`src/rtl/alu_pkg.sv`:
```
// Shared ALU definitions for the RV64 datapath logic group.
package alu_pkg;

  localparam int unsigned XLEN = 64;

  typedef logic [XLEN-1:0] xlen_t;

endpackage : alu_pkg

```
`src/rtl/and_slice.sv`:
```
// One narrow AND lane; also reports whether any result bit in the lane is set.
module and_slice #(
  parameter int unsigned W = 8
) (
  input  logic [W-1:0] a,
  input  logic [W-1:0] b,
  output logic [W-1:0] s,
  output logic         any
);

  assign s   = a & b;
  assign any = |s;

endmodule : and_slice

```
`src/rtl/and64b.sv`:
```
// 64-bit bitwise AND: combinational result and zero flag for the ALU mux,
// plus a one-cycle registered copy with a valid flag for the EX stage.
module and64b
  import alu_pkg::*;
#(
  parameter int unsigned WIDTH   = XLEN,
  parameter int unsigned SLICE_W = 8
) (
  input  logic             clk,
  input  logic             rst_n,
  input  logic [WIDTH-1:0] a,
  input  logic [WIDTH-1:0] b,
  input  logic             in_valid,
  output logic [WIDTH-1:0] s,
  output logic             zero,
  output logic [WIDTH-1:0] s_q,
  output logic             out_valid
);

  localparam int unsigned NSLICE = WIDTH / SLICE_W;

  logic [NSLICE-1:0] slice_any;

  // Slices are concatenated in bit order to form s; each also feeds the zero tree.
  for (genvar g = 0; g < NSLICE; g++) begin : g_slice
    and_slice #(
      .W (SLICE_W)
    ) u_and_slice (
      .a   (a[g*SLICE_W +: SLICE_W]),
      .b   (b[g*SLICE_W +: SLICE_W]),
      .s   (s[g*SLICE_W +: SLICE_W]),
      .any (slice_any[g])
    );
  end

  assign zero = ~|slice_any;

  // Registered path: result holds when idle, valid tracks the accepting edge.
  always_ff @(posedge clk or negedge rst_n) begin
    if (!rst_n) begin
      s_q       <= '0;
      out_valid <= 1'b0;
    end else begin
      out_valid <= in_valid;
      if (in_valid) begin
        s_q <= s;
      end
    end
  end

endmodule : and64b

```
`config.mk`:
```
export PLATFORM = sky130hd
export DESIGN_NAME = and64b
export DESIGN_NICKNAME = d
export VERILOG_FILES = /design/src/rtl/alu_pkg.sv /design/src/rtl/and_slice.sv /design/src/rtl/and64b.sv
export SDC_FILE = /design/constraint.sdc
export NUM_CORES = 1
export LEC_CHECK = 0
export ABC_AREA = 1
export BUFFER_PORTS_ARGS = -buffer_cell sky130_fd_sc_hd__clkbuf_2
export CORE_AREA = 3 3 101 103
export DETAILED_ROUTE_END_ITERATION = 10
export DIE_AREA = 0 0 104 106
export HOLD_SLACK_MARGIN = 0.02
export PLACE_DENSITY_LB_ADDON = 0.08
export SYNTH_ARGS = -nofsm -noshare
export SYNTH_HDL_FRONTEND = slang
export SYNTH_HIERARCHICAL = 1
export SYNTH_SLANG_ARGS = --single-unit
```
`constraint.sdc`:
```
create_clock -name clk -period 0.8 [get_ports clk]
set_clock_uncertainty 0.05 [all_clocks]
set_input_delay 0.12 -clock clk [delete_from_list [all_inputs] [get_ports clk]]
set_output_delay 0.12 -clock clk [all_outputs]
set_load 0.03 [all_outputs]
```
==> impl_metrics.toml <==
[outcome]
status = "complete, but fails checks"
violations = "setup timing"

[finish]
area_growth_pct = 84.8
fin_nets = 903
instances_no_fill = 906
drive_above_1_share = 0.606
nFillCells = 728
diodes = 0

[place]
dp_hpwl_um = 8660
gp_congestion = 0.845
dp.cells = 872
numPortBuffers = 260

[timing]
whs_ps = 61.1
hold_violations = 0
rsz0062_at_grt = "true"
fin_ws_ps = -382
fmax_ghz = 0.846
setup_viol = 70
min_period_ps = 1180
max_slew_margin = 0.851
fin_crit_sh = 1.48
finalMaxSlewViolations = 0
tightest_slew_ps = 224

[worst_setup_path]
critPathLaunchType = "primary input"
cp_data_arrival_time_ps = 1010
endpoint_kind = "output pin"
critPathRequiredTime_ps = 630
path_class = "in -> out"
crit_fanout = 2

[floorplan]
die_w_um = 104
io_pins = 261
dieArea_sq_um = 11000
die_h_um = 106
rows = 35
start_util = 0.387
coreArea_sq_um = 9280

[clock_tree]
numCtsBuffers = 9
clock_latency_ps = 330
cts.sinks = 65
htree_num_levels = 3
cts_tree = "built"
cts_root_buffer = "clkbuf_8"
clockBufferDepth = 2
clk_pin_slew_ps = 70

[synthesis]
yosysWarnings = 6
seq_area_frac_synth = 0.453
synth.cell_area_sq_um = 3590
syn_inst = 462
synth_nets = 593
syn_avg_cell_area_sq_um = 7.78
ys_ff_latch = 65
synth_cell_types = 10

[power_and_ir_drop]
power_density_nw_per_um2 = 1660
p_leak_nw = 3.91
ir_worst_vdd_mv = 0.916

[routing]
ant_nets = 0
via_per_inst = 4.26
first_pass_iters = 6
drcViolationCount = 0
via_count = 3862
drt_iter0_markers = 118
routedWlPerCell_um = 12.7
routed_wl_um = 11500

[global_route]
gr-total-overflow = 0
globalRouteTotalUtil = 0.198
antenna_found_initial = 0
grt_max_degree = 33
grt_pass1_vias = 3822
grt_pass1_wl_um = 17800

[min_path]
min_path_type = "in -> reg"

[run]
cap_violations = 0
==> Yosys cell counts (all sizes together) <==
cell type  count  area (sq um)
dfrtp         65          1630
inv          128           480
nor2          21          78.8
buf           13           184
nand2        170           648
clkbuf         1          13.8
o21ai         64           561
==> sequential cells by signal, indices dropped and copies added (netlist names) <==
signal     flops
out_valid      1
s_q           64
==> worst max-delay path: stages <==
cell	delay (ps)
buf_2	120
nand2_2	70
nand2_1	50
nor2_1	110
nand2_2	80
nor2_4	120
nand2_2	70
nor2_4	120
buf_8	130
==> layer usage <==
layer  up-vias  global-route usage  part of all wire
met1      1738               0.220              0.37
li1       1958                   -                 -
met2       152               0.381              0.55
met3        14              0.0383             0.061
met5         -                   0                 0
met4         0              0.0598             0.013
==> cell type report <==
class / instances / area [sq um] / share of cell area
Multi-Input combinational cell: 255 / 1450 / 0.218
Inverter: 128 / 483 / 0.0727
Sequential cell: 65 / 1630 / 0.245
Clock buffer: 12 / 165 / 0.0249
Tap cell: 129 / 161 / 0.0243
Clock inverter: 4 / 97.6 / 0.0147
Timing Repair Buffer: 313 / 2660 / 0.400
==> final timing paths <==
| path | slack (ps) | end | cells past startpoint | from |
|---|---|---|---|---|
| max in group asynchronous | 140 | s_q[61]$_DFFE_PN0P_ | 3 | rst_n |
| min in group asynchronous | 110 | s_q[40]$_DFFE_PN0P_ | 2 | rst_n |
| worst max-delay path | -380 | zero | 9 | a[48] |
| worst min-delay path | 60 | s_q[33]$_DFFE_PN0P_ | 5 | b[33] |
| worst min register to register | 500 | s_q[2]$_DFFE_PN0P_ | 2 | s_q[2]$_DFFE_PN0P_ |
| worst max register to register | -10 | s_q[43]$_DFFE_PN0P_ | 3 | s_q[43]$_DFFE_PN0P_ |
==> timing repair <==
item                       in CTS  in global routing
resized for setup             196                124
pin swaps                      14                  5
buffers inserted                7                 13
hold endpoints to repair       65                  0
hold buffers                    1                  0
setup endpoints to repair      88                 90
==> kinds of logic after synthesis <==
group,after synthesis,share of synthesized area
compound gates,64,0.156
buf+inv,142,0.189
simple gates,191,0.202
flops,65,0.453
==> per-stage QoR <==
step / total power (W) / util / setup slack [ps] / area, sq um / setup TNS [ps]
floorplan: 0.00548 / - / -92.7 / 3700 / -92.7
global placement: 0.00657 / 0.572 / -525 / 5310 / -2420
detailed placement: 0.00660 / 0.572 / -518 / 5310 / -3110
CTS: 0.0108 / 0.692 / -387 / 6420 / -18530
global route: 0.0115 / 0.715 / -458 / 6640 / -19480
finish: 0.0110 / 0.715 / -382 / 6640 / -16880
==> report_power, final <==
group          switching [W]  internal [W]  leakage (nW)
combinational        0.00198       0.00166          2.93
sequential          0.000248       0.00354         0.844
clock                0.00127       0.00233         0.129
total                0.00350       0.00753          3.91
==> cell usage in the layout, fill, tap and decap left out, drive strengths merged <==
cell type	n
bufinv	3
dlygate4sd3	1
clkinvlp	1
nor2	21
inv	128
clkbuf	186
buf	138
dfrtp	65
nand2	170
o21ai	64
Power figures use the tool's default switching activity.
